[src/rtl/sync_fifo_ctrl_if.sv]
// sync_fifo_ctrl_if: FIFO bus (clear/in/push/pop/thresholds from master; out/flags/num/peak/errors from slave)
interface sync_fifo_ctrl_if #(
  parameter int DWIDTH = 16,
  parameter int AWIDTH = 4
);
  logic              clear;
  logic [DWIDTH-1:0] in;
  logic              push;
  logic              pop;
  logic [AWIDTH:0]   ae_level;
  logic [AWIDTH:0]   af_level;
  logic [DWIDTH-1:0] out;
  logic              empty;
  logic              almostempty;
  logic              full;
  logic              almostfull;
  logic [AWIDTH:0]   num;
  logic [AWIDTH:0]   peak;
  logic              overflow;
  logic              underflow;
  modport master (
    output clear, in, push, pop, ae_level, af_level,
    input  out, empty, almostempty, full, almostfull, num, peak, overflow, underflow
  );
  modport slave (
    input  clear, in, push, pop, ae_level, af_level,
    output out, empty, almostempty, full, almostfull, num, peak, overflow, underflow
  );
endinterface

[src/rtl/sync_fifo_ctrl.sv]
// sync_fifo_ctrl: single-clock FIFO with thresholds, FWFT mode, sticky errors, flush and peak; ports clk, reset (sync active-low), f (slave side of sync_fifo_ctrl_if)
module sync_fifo_ctrl #(
  parameter int DWIDTH = 16,
  parameter int AWIDTH = 4,
  parameter int DEPTH  = 2**AWIDTH,
  parameter int FWFT   = 0
) (
  input logic             clk,
  input logic             reset,
  sync_fifo_ctrl_if.slave f
);
  localparam logic [AWIDTH:0] full_n = (AWIDTH+1)'(DEPTH);
  logic [DWIDTH-1:0] mem [DEPTH];
  logic [AWIDTH-1:0] wptr, rptr;
  logic [AWIDTH:0]   num, peak, num_nxt;
  logic [DWIDTH-1:0] out_q;
  logic              ovf, unf, rd, wr, run;
  assign run     = reset & ~f.clear;
  assign rd      = f.pop & ~f.empty;
  assign wr      = f.push & (~f.full | rd);
  assign num_nxt = (wr & ~rd) ? num + 1'b1 : (rd & ~wr) ? num - 1'b1 : num;
  assign f.empty       = num == '0;
  assign f.full        = num == full_n;
  assign f.almostempty = num <= f.ae_level;
  assign f.almostfull  = num >= f.af_level;
  assign f.num         = num;
  assign f.peak        = peak;
  assign f.overflow    = ovf;
  assign f.underflow   = unf;
  assign f.out         = FWFT != 0 ? (f.empty ? '0 : mem[rptr]) : out_q;
  always_ff @(posedge clk)
    if (run && wr) mem[wptr] <= f.in;
  always_ff @(posedge clk) begin
    if (!reset) begin
      wptr  <= '0;
      rptr  <= '0;
      num   <= '0;
      peak  <= '0;
      ovf   <= 1'b0;
      unf   <= 1'b0;
      out_q <= '0;
    end else if (f.clear) begin
      wptr <= '0;
      rptr <= '0;
      num  <= '0;
      peak <= '0;
      ovf  <= 1'b0;
      unf  <= 1'b0;
    end else begin
      if (wr) wptr <= wptr + 1'b1;
      if (rd) rptr <= rptr + 1'b1;
      num  <= num_nxt;
      peak <= num_nxt > peak ? num_nxt : peak;
      if (f.push && f.full && !f.pop) ovf <= 1'b1;
      if (f.pop && f.empty) unf <= 1'b1;
      if (FWFT == 0 && rd) out_q <= mem[rptr];
    end
  end
endmodule

[src/flat_wrapper.sv]
// flat-port wrapper written by rule: the top's interface ports become plain ports
module sync_fifo_ctrl_flat 
#(
  parameter int DWIDTH = 16,
  parameter int AWIDTH = 4,
  parameter int DEPTH  = 2**AWIDTH,
  parameter int FWFT   = 0
)
  (clk, reset, f_clear, f_in, f_push, f_pop, f_ae_level, f_af_level, f_out, f_empty, f_almostempty, f_full, f_almostfull, f_num, f_peak, f_overflow, f_underflow);
  sync_fifo_ctrl_if #(.DWIDTH(DWIDTH), .AWIDTH(AWIDTH)) f_i ();
  input logic clk;
  input logic reset;
  input wire logic [$bits(f_i.clear)-1:0] f_clear;
  input wire logic [$bits(f_i.in)-1:0] f_in;
  input wire logic [$bits(f_i.push)-1:0] f_push;
  input wire logic [$bits(f_i.pop)-1:0] f_pop;
  input wire logic [$bits(f_i.ae_level)-1:0] f_ae_level;
  input wire logic [$bits(f_i.af_level)-1:0] f_af_level;
  output wire logic [$bits(f_i.out)-1:0] f_out;
  output wire logic [$bits(f_i.empty)-1:0] f_empty;
  output wire logic [$bits(f_i.almostempty)-1:0] f_almostempty;
  output wire logic [$bits(f_i.full)-1:0] f_full;
  output wire logic [$bits(f_i.almostfull)-1:0] f_almostfull;
  output wire logic [$bits(f_i.num)-1:0] f_num;
  output wire logic [$bits(f_i.peak)-1:0] f_peak;
  output wire logic [$bits(f_i.overflow)-1:0] f_overflow;
  output wire logic [$bits(f_i.underflow)-1:0] f_underflow;
  assign f_i.clear = f_clear;
  assign f_i.in = f_in;
  assign f_i.push = f_push;
  assign f_i.pop = f_pop;
  assign f_i.ae_level = f_ae_level;
  assign f_i.af_level = f_af_level;
  assign f_out = f_i.out;
  assign f_empty = f_i.empty;
  assign f_almostempty = f_i.almostempty;
  assign f_full = f_i.full;
  assign f_almostfull = f_i.almostfull;
  assign f_num = f_i.num;
  assign f_peak = f_i.peak;
  assign f_overflow = f_i.overflow;
  assign f_underflow = f_i.underflow;
  sync_fifo_ctrl #(.DWIDTH(DWIDTH), .AWIDTH(AWIDTH), .DEPTH(DEPTH), .FWFT(FWFT)) u_core (.clk(clk), .reset(reset), .f(f_i));
endmodule
[config.mk]
export PLATFORM = sky130hd
export DESIGN_NAME = sync_fifo_ctrl_flat
export DESIGN_NICKNAME = d
export VERILOG_FILES = /design/src/rtl/sync_fifo_ctrl_if.sv /design/src/rtl/sync_fifo_ctrl.sv /design/src/flat_wrapper.sv
export SDC_FILE = /design/constraint.sdc
export NUM_CORES = 1
export LEC_CHECK = 0
export BUFFER_PORTS_ARGS = -buffer_cell sky130_fd_sc_hd__buf_2
export CAP_MARGIN = 10
export CORE_ASPECT_RATIO = 1.5
export CORE_UTILIZATION = 40
export DETAILED_ROUTE_END_ITERATION = 8
export PLACE_DENSITY_LB_ADDON = 0.15
export SYNTH_ARGS = -nofsm -noshare
export SYNTH_HDL_FRONTEND = slang
export SYNTH_SLANG_ARGS = --single-unit
export TNS_END_PERCENT = 100
[constraint.sdc]
create_clock -name clk -period 2.95 [get_ports clk]
set_input_delay 0.59 -clock clk [delete_from_list [all_inputs] [get_ports clk]]
set_output_delay 0.59 -clock clk [all_outputs]
set_load 0.01 [all_outputs]
==> results of run 1 <==
-- stage by stage --
stage / setup TNS, ns / total power [mW] / hold WS (ns) / std cells
after floorplan: 0 / 4.78 / 0.482 / 615
after global placement: 0 / 4.91 / 0.435 / 1094
after detailed placement: -0.411 / 4.92 / 0.442 / 1094
after CTS: 0 / 8.19 / 0.403 / 1145
after global routing: -0.0979 / 8.38 / 0.415 / 1148
final: 0 / 8.12 / 0.428 / 1148
-- sequential cells by signal, indices dropped and copies added, names as in the netlist --
signal and flops:
u_core.f.overflow 1, u_core.wptr 4, u_core.mem 256, u_core.f.underflow 1
u_core.f.peak 5, u_core.f.num 5, u_core.f.out 16, u_core.rptr 4
-- metal layers --
layer | GRT usage | vias up | part of all wire
met5 | 0 | - | 0
met4 | 0.0540 | 0 | 0.022
met3 | 0.0223 | 39 | 0.052
met2 | 0.338 | 162 | 0.54
met1 | 0.218 | 3139 | 0.38
li1 | - | 2720 | -
-- logic make-up (layout without fill, tap and decap cells) --
logic type	count (synthesis)	after routing
flip-flops	292	292
buffers and inverters	44	192
AO/OA/AOI/OAI	60	60
XOR/XNOR	9	9
adder cells (fa/ha/maj)	22	22
AND/OR/NAND/NOR	106	106
multiplexers	82	82
-- synthesized netlist by cell type (2+ instances only) --
library cell and count:
edfxtp_1 256, mux4_2 64, nor2_1 37, dfxtp_1 36
nand2_1 33, a22oi_1 31, ha_1 22, inv_1 20
mux2_2 15, buf_2 7, a21oi_1 6, clkbuf_1 6
nor2b_1 6, nand3_1 5, o22ai_1 5, xor2_1 5
and2_1 4, buf_1 4, buf_6 4, o21a_1 4
xnor2_1 4, a31oi_1 3, mux2i_1 3, nand4_1 3
buf_4 2, nand2b_1 2, nor2_2 2, nor3b_1 2
nor4_1 2, o21ai_0 2, or3_1 2, or4_1 2
-- cell usage in the layout, fill, tap and decap left out, types with 3 or more instances in the layout --
master / synthesis / layout
edfxtp_1: 256 / 256
mux4_2: 64 / 64
buf_2: 7 / 62
buf_4: 2 / 55
nand2_1: 33 / 33
dfxtp_1: 36 / 33
a22oi_1: 31 / 31
clkbuf_16: 0 / 29
nor2_1: 37 / 21
ha_1: 22 / 20
inv_1: 20 / 18
nor2_2: 2 / 17
mux2_2: 15 / 15
clkinv_1: 0 / 10
clkbuf_1: 6 / 7
nor2b_1: 6 / 5
nand3_1: 5 / 5
xor2_1: 5 / 5
o22ai_1: 5 / 5
a21oi_1: 6 / 5
and2_1: 4 / 4
xnor2_1: 4 / 4
o21a_1: 4 / 4
a31oi_1: 3 / 3
nand4_1: 3 / 3
buf_12: 0 / 3
-- power breakdown --
| part | internal, mW | leakage, nW | switching, mW |
|---|---|---|---|
| logic | 0.138 | 1.61 | 0.189 |
| clock network | 1.84 | 0.404 | 1.44 |
| registers | 4.51 | 2.60 | 0.0143 |
-- repair_timing --
item,in CTS,in global routing
buffers inserted,0,4
setup endpoints to repair,5,5
cloned,0,0
resized for setup,1,11
pin swaps,0,2
hold buffers,0,0
-- final cells by class --
type | instances | area share
multi-input combinational | 279 | 0.223
timing repair buffer | 120 | 0.0574
clock inverter | 13 | 0.00431
inverter | 21 | 0.00633
clock buffer | 38 | 0.0571
tap | 385 | 0.0353
sequential | 292 | 0.616
-- worst min path at each step --
stage                                              from                             to  slack, ns  cells past startpoint
after floorplan           u_core.f.out[14]$_SDFFE_PN0P_  u_core.f.out[14]$_SDFFE_PN0P_       0.48                      2
after detailed placement  u_core.f.out[14]$_SDFFE_PN0P_  u_core.f.out[14]$_SDFFE_PN0P_       0.44                      2
after CTS                                      f_in[13]    u_core.mem[2][13]$_DFFE_PP_       0.40                      1
after global routing                           f_in[13]    u_core.mem[3][13]$_DFFE_PP_       0.42                      1
final                                          f_in[13]    u_core.mem[2][13]$_DFFE_PP_       0.43                      1
after global placement    u_core.f.out[14]$_SDFFE_PN0P_  u_core.f.out[14]$_SDFFE_PN0P_       0.43                      2
==> results.txt, run 1 <==
----------------------------------------------------
[Critical path]
  Library cell contributing the largest single delay on the critical path ... or4b_4
  Critical path's most frequent cell ... ha_4
  Kind of launch point of the worst setup path ... register
  Cells traversed along the worst timing path ... inv_2, ha_4, or4b_4, inv_8, nor2_4, mux2i_2, xnor2_1, inv_1, ha_4, o21a_1, o31ai_2, a21oi_2, mux2i_1, nor2_1
  Cell family contributing the most delay on the critical path ... simple AND/OR/NAND/NOR gates
  Stages on the worst setup path ... 14
  Crit path to ... u_core.f.peak[4]$_SDFFE_PP0N_
  Maximum fanout count along the critical path ... 6
  CP Class ... reg -> reg
  Required time at the endpoint of the critical path ... 3.38 ns
  Worst EP arrival ... 3.26 ns
  Sum of buffers and inverters on the critical path ... 3
  Minimum setup slack among reg-to-reg paths ... 0.12 ns
  Endpoint of the most critical register-to-register path ... u_core.f.peak[4]$_SDFFE_PP0N_
  Depth of the worst register-to-register path ... 14
  Reg2reg start ... u_core.f.num[0]$_SDFF_PP0_
  Delay of the slowest cell on the worst path ... 0.52 ns
  Timing startpoint of the critical path ... u_core.f.num[0]$_SDFF_PP0_
  Kind of end point of the critical path ... register

[Synth]
  Count of unique library cells instantiated by Yosys ... 48
  Asr flop ratio synth ... 0
  Primary FF master, synth ... edfxtp_1
  Cell taking the most area after synthesis ... edfxtp_1
  Combinational family with the most area after synthesis ... multiplexers
  Number of register bits inferred by synthesis ... 292
  Area of the mapped netlist ... 0.0116 mm^2
  Sequential share of the synthesized area ... 0.727
  Adder-cell area share of the yosys netlist ... 0.0238
  Compound-gate portion of the synthesized area ... 0.0388
  Most area-consuming cells after synthesis ... edfxtp_1, mux4_2, dfxtp_1
  Synthesized netlist cell count ... 615
  Synthesized-area fraction occupied by xor and xnor cells ... 0.00681
  Synth Net Count ... 668
  Portion of synthesized cell area occupied by the leading cell type ... 0.664
  Average cell area after synthesis ... 18.8 um^2
  Multiplexer area fraction after synthesis ... 0.142
  Number of synthesized flops with an enable pin ... 256
  Yosys warnings ... 0
  Synth Area in Simple Gates ... 0.0436

[STA]
  Shortest clock period the worst path allows after layout ... 2.83 ns
  Slew of the pin with the lowest slew margin ... 0.570 ns
  Final count of hold timing violations ... 0
  Setup repair after global routing missed its margin ... yes
  Final Max Slew Viols ... 0
  Headroom to the max-slew limit ... 0.620
  Finish-stage setup viols ... 0
  Setup Skew ... 0.0109 ns
  Final critical-path share of the clock period ... 0.959
  Fin worst setup slack ... 0.122 ns
  Max Fclk ... 354 MHz

[Drt]
  Initial detailed-routing violation count ... 406
  Detailed-route DRC error count ... 0
  Via-to-Cell Ratio ... 5.28
  Wire length per cell ... approximately 23 um
  Antenna Nets Post-Route ... 0
  Final routed wirelength across all metal layers ... 26100 um
  Vias ... between 6k and 7k
  First drt pass iteration count ... 6

[Finish]
  Sequential cell area ... 0.00841 mm^2
  Area occupied by multi-input gates ... 0.00305 mm^2
  Total Nets Final ... 795
  Filler cells ... 2357
  Area overhead of the layout relative to synthesis ... 17.9%
  Final core utilization ... 0.483
  Share of cells above drive strength 1 ... 0.355
  Count of inserted antenna diode cells ... 0
  Final design area excluding fillers ... approximately 0.014 mm^2

[Pwr]
  Power density of the placed cells ... 595 mW/mm^2
  Max VDD drop ... between 0.4 and 0.5 mV
  Leakage Power ... 4.61 nW

[Die]
  Initial standard-cell utilization of the core ... 0.410
  Die W ... 141 um
  Placement Rows ... 75
  Height of the chip ... approximately 210 um
  Top-level port count ... 63
  Floorplan die area ... 0.0296 mm^2
  Core box area ... 0.0282 mm^2

[GRT]
  Largest net degree at the start of global routing ... 43
  Residual overflow from global routing ... 0
  First-pass GRT wire length ... 39200 um
  Antenna violations before repair ... 0
  Overall routing resource usage ... 0.182
  Number of global-route vias before repair ... between 6k and 7k

[Place]
  Quantity of I/O buffers inserted on ports ... 62
  Final estimated routing congestion in global placement ... ~0.85
  Total half-perimeter wirelength after legalization and detailed placement ... 16300 um
  Placement-stage cell area ... between 0.01 and 0.015 mm^2
  Worst setup slack after placement ... -0.0963 ns

[Clock network]
  CTS Buffer Depth ... 3
  Worst skew pair latency ... 0.54 ns
  CTS tree ... built
  Post-CTS clock slew at the launch and capture registers of the worst setup and hold paths ... approximately 0.06 ns
  Number of levels in the clock H-tree ... 1
  Root buffer selected by CTS ... clkbuf_16
  Number of buffers inserted during clock tree synthesis ... 28
  Number of sinks on the clock net ... 292

[Run]
  Max-cap violation count ... 0

[Worst hold path]
  Path category of the worst min-delay check ... in -> reg

[Run status]
  Outcome ... complete, no violations

----------------------------------------------------
No activity file was read; power rests on OpenSTA's default activity.
==> run 2, diff against run 1 <==
- ABC_AREA: default -> 1
==> run 2 against run 1 <==
Against the previous run:
- setup slack improved by 0.082 ns
- utilization decreased by 2.2 points
- critical path type is now reg -> out
- flip-flop and latch count stayed put
- count of clock-buffer cells in the layout unchanged
- die area rose by 12%
- clock power about the same
- clock skew is 0.0025 ns higher
- synthesized area rose by 12%
==> results.txt, run 2 <==
----------------------------------------------------
[Clock network]
  Number of levels in the clock H-tree ... 1
  Worst skew pair latency ... about 0.55 ns
  Number of sinks on the clock net ... 292
  CTS Buffer Depth ... 3
  CTS tree ... built
  Post-CTS clock slew at the launch and capture registers of the worst setup and hold paths ... 0.06 ns
  Number of buffers inserted for hold repair after clock tree synthesis ... 0
  Count of buffers added by post-CTS timing repair for setup ... 0
  Number of buffers inserted during clock tree synthesis ... 29
  Root buffer selected by CTS ... clkbuf_16

[STA]
  Final critical-path share of the clock period ... 0.931
  Setup Skew ... 0.0134 ns
  Finish-stage setup viols ... 0
  Final count of hold timing violations ... 0
  Setup repair after global routing missed its margin ... no
  Headroom to the max-slew limit ... 0.430
  Final Max Slew Viols ... 0
  Fin Setup TNS ... 0 ns
  Max Fclk ... between 300 and 400 MHz
  Worst slack on hold paths ... about 0.42 ns
  Shortest clock period the worst path allows after layout ... 2.75 ns
  Fin worst setup slack ... between 0.2 and 0.25 ns
  Slew of the pin with the lowest slew margin ... 0.856 ns

[Die]
  Top-level port count ... 63
  Placement Rows ... 80
  Height of the chip ... 223 um
  Initial standard-cell utilization of the core ... 0.408
  Core box area ... between 0.03 and 0.04 mm^2
  Floorplan die area ... around 0.033 mm^2
  Die W ... 149 um

[Finish]
  Register name with the most flops ... u_core.mem
  Commonest non-fill, non-tap cell in the layout ... nand2_1
  Share of cells above drive strength 1 ... 0.129
  Highest-count cells in the layout ignoring fill and taps ... nand2_1, edfxtp_1, inv_1, nand3_1, buf_2
  Count of non-filler cells in the finished layout ... roughly 1.8k
  Total Nets Final ... approximately 1.4k
  Filler cells ... 2980
  Final core utilization ... 0.462
  Area occupied by multi-input gates ... 0.00350 mm^2
  Count of inserted antenna diode cells ... 0
  Sequential cell area ... 0.00841 mm^2
  Max reg flops ... 256
  Area overhead of the layout relative to synthesis ... 13.3%
  Final design area excluding fillers ... around 0.015 mm^2

[Synth]
  Top post-synthesis cells by count ... nand2_1, edfxtp_1, inv_1
  Cell taking the most area after synthesis ... edfxtp_1
  Number of register bits inferred by synthesis ... ~290
  Sequential share of the synthesized area ... 0.646
  Number of synthesized flops with an enable pin ... between 200 and 300
  Synth Net Count ... roughly 1.3k
  Primary FF master, synth ... edfxtp_1
  Average cell area after synthesis ... 10.0 um^2
  Synthesized netlist cell count ... approximately 1.3k
  Portion of synthesized cell area occupied by the leading cell type ... 0.591
  Asr flop ratio synth ... 0
  Area of the mapped netlist ... 0.0130 mm^2
  Most frequent cell after synthesis ... nand2_1
  Count of unique library cells instantiated by Yosys ... 33
  Most area-consuming cells after synthesis ... edfxtp_1, nand2_1, nand3_1
  Yosys warnings ... 0

[GRT]
  Overall routing resource usage ... 0.194
  Antenna violations before repair ... 0
  Largest net degree at the start of global routing ... 84
  Number of global-route vias before repair ... about 8.5k
  Residual overflow from global routing ... 0
  First-pass GRT wire length ... approximately 49000 um

[Critical path]
  Depth of the worst register-to-register path ... 17
  Reg2reg start ... u_core.f.num[0]$_SDFF_PP0_
  Kind of launch point of the worst setup path ... register
  Cells traversed along the worst timing path ... inv_1, buf_4, ha_1, o21ai_0, nand2_1, nand2_1, nand2_1, a21oi_1, o21bai_1, buf_2
  Endpoint of the most critical register-to-register path ... u_core.f.peak[0]$_SDFFE_PP0N_
  Kind of end point of the critical path ... output port
  Maximum fanout count along the critical path ... 6
  Delay of the slowest cell on the worst path ... 0.38 ns
  Worst EP arrival ... 2.16 ns
  Required time at the endpoint of the critical path ... around 2.4 ns
  CP Class ... reg -> out
  Minimum setup slack among reg-to-reg paths ... 0.31 ns
  Critical path's most frequent cell ... nand2_1
  Library cell contributing the largest single delay on the critical path ... dfxtp_2

[Drt]
  Vias ... 8684
  Total met3 wirelength after detailed routing ... 1150 um
  Highest routed layer ... met4
  First drt pass iteration count ... 4
  Final routed wirelength across all metal layers ... 31200 um
  Wire length per cell ... 17.3 um
  Met2 wire len ... 16500 um
  Met1 routed wirelength after detailed routing ... 13200 um
  Initial detailed-routing violation count ... 572
  Via-to-Cell Ratio ... 4.82
  Detailed-route DRC error count ... 0
  Antenna Nets Post-Route ... 0

[Run]
  Max-cap violation count ... 0

[Worst hold path]
  Hold-critical path depth ... 1
  Endpoint with the worst hold slack ... u_core.mem[0][8]$_DFFE_PP_
  Path category of the worst min-delay check ... in -> reg
  Worst Min Path Start ... f_in[8]

[Place]
  Final estimated routing congestion in global placement ... 0.854
  Worst setup slack after placement ... 0.302 ns
  Cell count after placement ... 1752
  Quantity of I/O buffers inserted on ports ... 62
  Placement-stage cell area ... ~0.014 mm^2
  Total half-perimeter wirelength after legalization and detailed placement ... approximately 19000 um

[Run status]
  Outcome ... complete, no violations

[Pwr]
  Total chip power ... 8.58 mW
  Leakage Power ... ~6.3 nW
  Power density of the placed cells ... 582 mW/mm^2
  Max VDD drop ... 0.400 mV

----------------------------------------------------
run 2: critical path, delay by kind of cell, from the launching register on:
family,cells,cell delay (ns)
compound gates,3,0.38
buf+inv,3,0.37
simple gates,3,0.19
flops,1,0.38
fa+ha+maj,1,0.28
run 2: routing by layer:
metal,global-route usage,vias up
met5,0,-
met4,0.0500,0
met3,0.0190,31
met2,0.354,163
met1,0.242,4126
li1,-,4364
run 2: where the power goes:
part | switching (mW) | internal [mW]
Combinational | 0.478 | 0.235
Clock | 1.49 | 1.81
Sequential | 0.0330 | 4.54
run 2: area by class of cell:
type,instances,area share
clock inverters,12,0.00458
inverters,211,0.0538
flip-flops and latches,292,0.571
repair buffers,108,0.0470
clock buffers,38,0.0515
well taps,410,0.0348
multi-input cells,731,0.237
run 2: how the worst max path moves through the flow:
| stage | slack (ns) | start | endpoint |
|---|---|---|---|
| after global routing | 0.006 | u_core.f.num[0]$_SDFF_PP0_ | u_core.f.peak[0]$_SDFFE_PP0N_ |
| after global placement | 0.38 | u_core.f.num[0]$_SDFF_PP0_ | u_core.f.peak[3]$_SDFFE_PP0N_ |
| final | 0.20 | u_core.f.num[0]$_SDFF_PP0_ | f_almostfull |
| after CTS | 0.09 | u_core.f.num[0]$_SDFF_PP0_ | f_almostfull |
| after detailed placement | 0.30 | u_core.f.num[0]$_SDFF_PP0_ | u_core.f.peak[0]$_SDFFE_PP0N_ |
| after floorplan | 0.41 | u_core.f.num[0]$_SDFF_PP0_ | u_core.mem[11][0]$_DFFE_PP_ |
run 2: cells by family (layout without fill, tap and decap cells):
kind of cell	after synthesis	in the layout	synth area share
compound gates	61	61	0.0306
simple gates	642	642	0.210
xor+xnor	6	6	0.00404
buf+inv	273	369	0.0881
flops	292	292	0.646
fa+ha+maj	22	22	0.0212
run 2: repair_timing:
action / 4_1_cts / 5_1_grt
resized for setup: 0 / 1
hold endpoints to repair: 0 / 0
setup endpoints to repair: 0 / 3
